$ cat src/rtl/rgb_pwm_driver.sv
// PWM driver for the RGB status LED. Colour flags and duty are shadowed at period
// boundaries so comparator glitches and mid-period changes never reach the pins.
//
// state | meaning
// IDLE  | engine stopped, cnt held at 0, LEDs off
// RUN   | counting periods, shadow regs reload at every wrap
// DRAIN | en dropped, finishing the current period with frozen shadow regs
module rgb_pwm_driver #(
   parameter int   CNT_W      = 8,
   parameter logic ACTIVE_LOW = 1'b0
) (
   input  logic             clk,
   input  logic             rst_n,
   input  logic             en,
   input  logic             red,
   input  logic             green,
   input  logic             blue,
   input  logic [CNT_W-1:0] duty,
   output logic             led_r,
   output logic             led_g,
   output logic             led_b,
   output logic             period_start
);

   typedef enum logic [1:0] {IDLE, RUN, DRAIN} state_t;

   localparam logic [CNT_W-1:0] MAX = '1;

   state_t           state;
   logic [CNT_W-1:0] cnt;
   logic [CNT_W-1:0] sh_duty;
   logic             sh_r;
   logic             sh_g;
   logic             sh_b;
   logic             at_max;
   logic             pwm_on;

   assign at_max = (cnt == MAX);

   always_ff @(posedge clk) begin
      if (!rst_n) begin
         state   <= IDLE;
         cnt     <= '0;
         sh_r    <= 1'b0;
         sh_g    <= 1'b0;
         sh_b    <= 1'b0;
         sh_duty <= '0;
      end else begin
         case (state)
            IDLE: begin
               cnt <= '0;
               if (en) begin
                  state   <= RUN;
                  sh_r    <= red;
                  sh_g    <= green;
                  sh_b    <= blue;
                  sh_duty <= duty;
               end
            end
            RUN: begin
               cnt <= cnt + 1'b1;
               if (!en) begin
                  // Dropping en on the last cycle means the period is already complete.
                  state <= at_max ? IDLE : DRAIN;
               end else if (at_max) begin
                  sh_r    <= red;
                  sh_g    <= green;
                  sh_b    <= blue;
                  sh_duty <= duty;
               end
            end
            DRAIN: begin
               cnt <= cnt + 1'b1;
               if (at_max) begin
                  if (en) begin
                     state   <= RUN;
                     sh_r    <= red;
                     sh_g    <= green;
                     sh_b    <= blue;
                     sh_duty <= duty;
                  end else begin
                     state <= IDLE;
                  end
               end else if (en) begin
                  state <= RUN;
               end
            end
            default: begin
               state <= IDLE;
               cnt   <= '0;
            end
         endcase
      end
   end

   assign pwm_on       = (state != IDLE) && (cnt < sh_duty);
   assign led_r        = (sh_r & pwm_on) ^ ACTIVE_LOW;
   assign led_g        = (sh_g & pwm_on) ^ ACTIVE_LOW;
   assign led_b        = (sh_b & pwm_on) ^ ACTIVE_LOW;
   assign period_start = (state == RUN) && (cnt == '0);

endmodule

$ cat config.mk
export PLATFORM = sky130hd
export DESIGN_NAME = rgb_pwm_driver
export DESIGN_NICKNAME = d
export VERILOG_FILES = /design/src/rtl/rgb_pwm_driver.sv
export SDC_FILE = /design/constraint.sdc
export NUM_CORES = 1
export LEC_CHECK = 0
export CORE_UTILIZATION = 47
export DETAILED_ROUTE_END_ITERATION = 6
export GPL_ROUTABILITY_DRIVEN = 0
export PLACE_DENSITY = 0.8
export SYNTH_ARGS = -nofsm -noshare
export SYNTH_HDL_FRONTEND = slang
export SYNTH_SLANG_ARGS = --single-unit
export TNS_END_PERCENT = 50
$ cat constraint.sdc
create_clock -name clk -period 1.63 [get_ports clk]
set_clock_uncertainty 0.2 [all_clocks]
set_input_delay 0.163 -clock clk [delete_from_list [all_inputs] [get_ports clk]]
set_output_delay 0.163 -clock clk [all_outputs]
set_load 0.01 [all_outputs]
==> reports/metrics.csv <==
metric,value,unit
fin_util,0.807,
netlist.area_leader.share,0.371,
first_pass_iters,4,
p_seq_frac,0.417,
hold_viol_final,0,
setup_viol,17,
crit_chain,inv_1 -> ha_1 -> o21ai_0 -> a221oi_4 -> nor3b_2 -> buf_2,
sw_frac_of_total,0.329,
switchingPower,0.474,mW
netlist_top_cells_count,"dfxtp_1 (21), inv_1 (14), ha_1 (13)",
yosys_warnings,0,
syn-cell-area,1130,um^2
die_h,51.1,um
period_needed,2.14,ns
period_share,1.31,
powerDensity,799,nW/um^2
worstPathRequired,1.27,ns
arrival,1.78,ns
relSlewSlack,0.749,
via_count,1099,
place_worst_setup_slack,-0.599,ns
slew_viol_final,0,
start_util,0.508,
ios,18,
num_rows,17,
insertedDiodeCount,0,
worst-path-max-fanout,3,
crit_family,compound AO/OA/AOI/OAI gates,
status,"complete, but fails checks",
antenna_found_initial,0,
cpMaxStageDelayCell,dfxtp_1,
stdcell_count,192,
synth_most_common_cell,dfxtp_1,
synth.distinct_cells,34,
violations,negative setup slack,
syn_area_per_cell,9.77,um^2
cts_buffer_depth,2,
setup_ws,-0.512,ns
critPathKind,reg -> out,
die-area,2610,um^2
drtIter0Drc,23,
io_buffers,17,
cts_tree,done,
ant_nets,0,
power_frac_comb,0.407,
grt_usage,0.287,
drive_gt1_frac,0.470,
nets,192,
yosysTopAreaCell,dfxtp_1,
grt_pass1_vias,1157,
worstSkewPairLatency,0.30,ns
intPower,0.967,mW
end_kind,output port,
hold_class,in -> reg,
maxCapViolCount,0,
start_kind,flip-flop,
path_clk_slew,0.12,ns
synthCells,116,
core_region_area,2230,um^2
syn_to_final_growth,59.1,%
wire_per_inst,18.8,um
ys_top_cells_by_area,"dfxtp_1 (37%), ha_1 (14%), a22o_1 (7.7%)",
grt_max_degree,12,
grt_pass1_wl,5.37,mm
worst_ir_drop_vdd,0.000765,V
drc,0,
synth-main-ff-cell,dfxtp_1,
totalWireLength,3.61,mm
p_leak,0.766,nW
fmax,467,MHz
post-place-cells,179,
rsz0062_at_grt,yes,
htree_levels,1,
synth.ff_latch_count,21,
crit_buf_inv,2,
worst_slew_pin_slew,0.372,ns
numCtsBuffers,3,
power,1.44,mW
synthArstFlopShare,0,
r2r_setup_slack,-0.34,ns
slowest_delay,0.37,ns
synth_nets,143,
vias_per_cell,5.72,
cts.sinks,21,
grt_overflow,0,
ys_seq_area_frac,0.371,
cts_root_buf,clkbuf_4,
hpwl,2.12,mm
synth_edf_count,0,
p_clk_frac,0.176,
die_w,51.1,um
-- per-layer routing --
| metal | routed length (um) | GRT usage |
|---|---|---|
| met5 | 0 | 0 |
| met4 | 84 | 0.0926 |
| met3 | 163 | 0.0804 |
| met2 | 1930 | 0.520 |
| met1 | 1420 | 0.319 |
-- worst register-to-register path: stages, from the launching register on --
cell       delay, ns
dfxtp_4         0.37
buf_6           0.11
buf_6           0.11
ha_4            0.15
buf_6           0.13
nor2b_4         0.13
a2bb2oi_4       0.26
and3_4          0.29
a22o_1          0.17
-- flip-flops by register name, summed over array words and instances, names as in the netlist --
| signal | flops |
|---|---|
| sh_duty | 8 |
| state | 2 |
| cnt | 8 |
| sh_b | 1 |
| sh_r | 1 |
| sh_g | 1 |
-- kinds of logic (layout without fill, tap and decap cells) --
family	Yosys count	in the layout	share of synthesized area
adder cells (fa/ha/maj)	13	13	0.143
AND/OR/NAND/NOR	34	35	0.175
AO/OA/AOI/OAI	26	27	0.201
buffers and inverters	16	62	0.0629
XOR/XNOR	6	6	0.0464
flip-flops	21	21	0.371
-- metrics by stage --
stage | TNS (ns) | area (um^2) | hold WS, ns
3_5_place_dp | -5.37 | 1530 | 0.271
3_3_place_gp | -4.52 | 1530 | 0.253
5_1_grt | -6.05 | 1800 | 0.228
2_1_floorplan | -0.189 | 1190 | 0.0884
6_report | -5.51 | 1800 | 0.248
4_1_cts | -3.00 | 1700 | 0.240
-- worst paths after layout --
path / cells after the start / start / endpoint
worst min register to register: 1 / sh_duty[2]$_SDFFE_PN0P_ / sh_duty[2]$_SDFFE_PN0P_
worst max-delay path: 6 / sh_duty[1]$_SDFFE_PN0P_ / led_r
worst max register to register: 8 / state[0]$_SDFFE_PN0P_ / sh_g$_SDFFE_PN0P_
worst min-delay path: 2 / duty[2] / sh_duty[2]$_SDFFE_PN0P_
-- placed cells by master, fill, tap and decap left out, types with 6 or more instances in the layout --
cell type	synthesis	routed
a22o_1	10	10
buf_4	1	20
buf_6	1	7
clkdlybuf4s50_1	0	13
dfxtp_1	21	11
dfxtp_2	0	8
ha_1	13	6
ha_4	0	6
inv_1	14	10
nor2_1	11	10
-- power by group through the flow --
stage	logic, mW	clock network, mW	registers, mW
2_1_floorplan	0.244	0	0.605
6_report	0.587	0.253	0.601
3_5_place_dp	0.388	0	0.605
4_1_cts	0.475	0.260	0.598
5_1_grt	0.621	0.281	0.604
3_3_place_gp	0.370	0	0.601
-- area by class of cell --
class,instances,area [um^2]
multi-input cells,81,872
flip-flops and latches,21,438
fillers,134,430
repair buffers,44,379
inverters,14,52.6
well taps,28,35.0
clock buffers,4,26.3
-- timing repair --
item | CTS | global route
endpoints found under the setup margin | 15 | 17
pin swaps | 21 | 18
buffers inserted | 4 | 4
hold buffers | 0 | 0
resized for setup | 39 | 18
cloned | 2 | 0
(Power assumes the default switching activity.)
==> RTL edit 1: new RTL, config.mk and constraints unchanged <==
Set the parameter `CNT_W` to 12 (it was 8).
--- a/src/rtl/rgb_pwm_driver.sv
+++ b/src/rtl/rgb_pwm_driver.sv
@@ -6,7 +6,7 @@
 // RUN   | counting periods, shadow regs reload at every wrap
 // DRAIN | en dropped, finishing the current period with frozen shadow regs
 module rgb_pwm_driver #(
-   parameter int   CNT_W      = 8,
+   parameter int   CNT_W      = 12,
    parameter logic ACTIVE_LOW = 1'b0
 ) (
    input  logic             clk,
Interface: changed (resized duty); port bits go from 18 to 22. No check against the original RTL was run, so the function may have changed too.
==> RTL edit 1 against the original RTL <==
The flow still finishes with violations (negative setup slack). Sequential cell count rose by 8. Via count rose by 44%. Total power grew 100%. Wire length rose by 21%. Setup slack worse by 0.14 ns. Critical path depth is the same. Final area rose by 35%. Synthesized area grew 46%. Die area rose by 44%. Synthesized cell count grew 66%. Critical path type unchanged. Critical endpoint is now led_b.
==> RTL edit 1: results <==
group,metric,value,unit
outcome,status,"finished, violations left",
outcome,violations,"negative setup slack",
final_layout,drive_above_1_share,35.3,%
pwr,peakVddDrop,0.00100,V
sta,setup_violations,21,
sta,fin_hold_ws,0.181,ns
logic_synthesis,synth_compound_area_share,9.16,%
place,hpwl,2510,um
logic_synthesis,synthAdderAreaFrac,12.9,%
cts,clkSinkCount,29,
final_layout,seq_share,24.7,%
final_layout,signal_buffers,54,
detailed_routing,vias,1582,
logic_synthesis,netlist.area_leader.share,35.1,%
final_layout,clkbuf_count,6,
final_layout,multi_input_area,1170,sq um
final_layout,nMultiInputCombCells,140,
cts,worstSkewPairLatency,0.32,ns
pwr,p_leak,1.00,nW
final_layout,clk_share,2.11,%
detailed_routing,avgViaCountPerCell,5.36,
cts,htree_levels,2,
logic_synthesis,synth_area_per_cell,8.56,sq um
logic_synthesis,synthXorXnorAreaFrac,4.24,%
logic_synthesis,syn_nets,228,
place,dp_cells,282,
final_layout,inverters_excl_clock,18,
logic_synthesis,synth_area_leaders,"dfxtp_1 (35%), ha_1 (13%), mux2i_1 (9.1%), nand2_1 (8.9%), inv_1 (4.1%)",
detailed_routing,wl,4380,um
place,portBuffers,21,
final_layout,nonClkBufAreaFrac,20.0,%
worst_setup_path,arrival,1.92,ns
sta,timing.final.ws_setup,-0.654,ns
final_layout,biggestRegsByFlops,"cnt (12), sh_duty (12), state (2)",
sta,fin_tns_setup,-8.74,ns
grt,met3_usage,7.77,%
logic_synthesis,synth.distinct_cells,37,
worst_setup_path,ff2ff_setup_slack,-0.45,ns
logic_synthesis,yosysSeqAreaShare,35.1,%
sta,tightest_slew,0.335,ns
==> RTL edit 1: final timing paths <==
| path | to | depth (start not counted) |
|---|---|---|
| worst max register to register | sh_duty[8] | 7 |
| worst max-delay path | led_b | 6 |
| worst min-delay path | sh_duty[7] | 3 |
| worst min register to register | sh_b | 2 |
==> RTL edit 1: repair_timing <==
item                                   4_1_cts  5_1_grt
pin swaps                                    8        9
gates cloned                                 1        0
buffers inserted                             0        4
gates resized for setup                     45       16
setup endpoints to repair                   21       26
endpoints found under the hold margin        0        0
==> RTL edit 1: through the flow <==
| stage | setup WS [ns] | cell area [sq um] |
|---|---|---|
| 3_3_place_gp | -0.843 | 2150 |
| 3_5_place_dp | -0.914 | 2150 |
| 6_report | -0.654 | 2430 |
| 4_1_cts | -0.628 | 2330 |
| 5_1_grt | -0.726 | 2430 |
| 2_1_floorplan | -0.377 | 1690 |
==> RTL edit 1: critical path, cell delays in order, from the launching register on <==
cell	delay (ns)
dfxtp_1	0.42
ha_4	0.23
and2_4	0.17
a221oi_4	0.28
o21ai_4	0.13
a211oi_2	0.22
buf_2	0.15
==> RTL edit 1: where the power goes <==
part / internal, mW / switching [mW] / total, mW
clock network: 0.164 / 0.268 / 0.432
registers: 0.857 / 0.0769 / 0.934
logic: 0.799 / 0.725 / 1.52
==> RTL edit 1: kinds of logic (layout without fill, tap and decap cells) <==
kind of cell,Yosys count,after routing
simple gates,80,80
buf+inv,24,80
flops,29,29
xor+xnor,8,8
compound gates,20,20
mux,15,15
fa+ha+maj,17,17
==> RTL edit 1: per-layer routing <==
metal,vias up,routed length (um)
li1,770,-
met4,0,112
met1,755,1890
met5,-,0
met2,45,2220
met3,12,159
==> RTL edit 2: new RTL, config.mk and constraints unchanged <==
Without the edit above. Make the reset (`rst_n`) asynchronous in one clocked block.
--- a/src/rtl/rgb_pwm_driver.sv
+++ b/src/rtl/rgb_pwm_driver.sv
@@ -37,7 +37,7 @@
 
    assign at_max = (cnt == MAX);
 
-   always_ff @(posedge clk) begin
+   always_ff @(posedge clk or negedge rst_n) begin
       if (!rst_n) begin
          state   <= IDLE;
          cnt     <= '0;
Function: differs if rst_n is asserted again (counterexample within 4 cycles, from zero or initial values and one cycle with rst_n low); with rst_n held inactive, the same outputs for 10 cycles.
==> RTL edit 2 against the original RTL <==
The run still ends with negative setup slack left. Setup slack got worse by 0.096 ns. Synthesized area rose by 13%. Critical path type unchanged. Final area rose by 3.1%. Register-to-register slack got worse by 0.26 ns. Via count fell by 2.9%. Count of clock-buffer cells in the layout did not move. Wire length fell by 8.4%. Sequential cell count did not move.
Power is not compared: it rests on default switching activity, and its combinational part moved more than twofold at a synthesized area within 25%.
==> RTL edit 2: results <==
group,metric,value,unit
logic_synthesis,synthMostInstantiatedCell,"dfrtp_1",
worst_hold_path,hp-start,"duty[5]",
logic_synthesis,synth_area_leaders,"dfrtp_1 (41%), ha_1 (13%), mux2_4 (12%), inv_1 (3.5%), and2_1 (2.9%)",
logic_synthesis,async_flop_share,100,%
outcome,status,"finished, violations left",
final_layout,fillCellCount,183,
grt,grt_pass1_wl,5000,um
detailed_routing,drtIter0Drc,16,
worst_setup_path,slowest_delay,0.48,ns
final_layout,fin_cells,195,
place,dp_cells,182,
outcome,violations,"negative setup slack",
pwr,p_per_area,1760,nW/um^2
detailed_routing,routed-wl-met2,1750,um
logic_synthesis,synthTopCellsByCount,"dfrtp_1 (21), ha_1 (13), inv_1 (12), mux2_4 (10), nand2_1 (9)",
sta,setup_violations,18,
detailed_routing,met1Wirelength,1260,um
worst_setup_path,critPathLaunch,"cnt[1]",
final_layout,signal_buffers,50,
logic_synthesis,synth.distinct_cells,32,
sta,timing.final.ws_setup,-0.608,ns
logic_synthesis,yosysSeqAreaShare,41.0,%
detailed_routing,avgViaCountPerCell,5.47,
worst_setup_path,arrival,1.88,ns
place,hpwl,2150,um
final_layout,inverters_excl_clock,12,
grt,grt_use_met2,47.6,%
worst_setup_path,cp_top_family,"simple AND/OR/NAND/NOR gates",
final_layout,drive_above_1_share,43.6,%
place,place_area,1670,sq um
worst_setup_path,reg2reg_to,"sh_b",
final_layout,seq_cell_count,21,
sta,tightest_slew,0.273,ns
final_layout,nMultiInputCombCells,78,
place,dp_slack,-0.788,ns
worst_setup_path,ff2ff_setup_slack,-0.60,ns
worst_hold_path,holdPathEnd,"sh_duty[5]",
grt,met3_usage,6.39,%
grt,grt_pass1_vias,1111,
detailed_routing,wl,3300,um
logic_synthesis,synth_area_per_cell,11.5,sq um
final_layout,nonClkBufAreaFrac,23.5,%
sta,fin_hold_ws,0.258,ns
grt,globalRouteTotalUtil,25.2,%
final_layout,fin_nets,193,
grt,globalRouteMet1Util,26.2,%
-- RTL edit 2: cell count changes in the layout (fill, tap and decap cells not counted), moves of 8 or more --
cell     delta
dfrtp_1    +18
dfxtp_1    -11
a22o_1     -10
mux2_4     +10
buf_4       +9
dfxtp_2     -8
-- RTL edit 2: where the power goes --
part	switching, mW	internal, mW	total (mW)	leakage [nW]
sequential	0.126	0.722	0.847	0.259
clock	0.166	0.0955	0.262	0.0150
combinational	0.917	1.24	2.15	0.636
-- RTL edit 2: what timing repair did --
action                                 CTS  global route
hold buffers                             1             0
buffers inserted                         7             1
resized for setup                       31             3
setup endpoints to repair               17            18
pin swaps                               11             2
endpoints found under the hold margin   21             0
gates cloned                             1             0
-- RTL edit 2: kinds of logic after synthesis --
group | share of synthesized area [%]
AOI/OAI and AO/OA | 10.1
xor gates and xnor gates | 3.42
adders and majority gates | 12.7
buffers and inverters | 5.07
DFF | 41.0
muxes | 12.6
and+or+nand+nor | 15.1
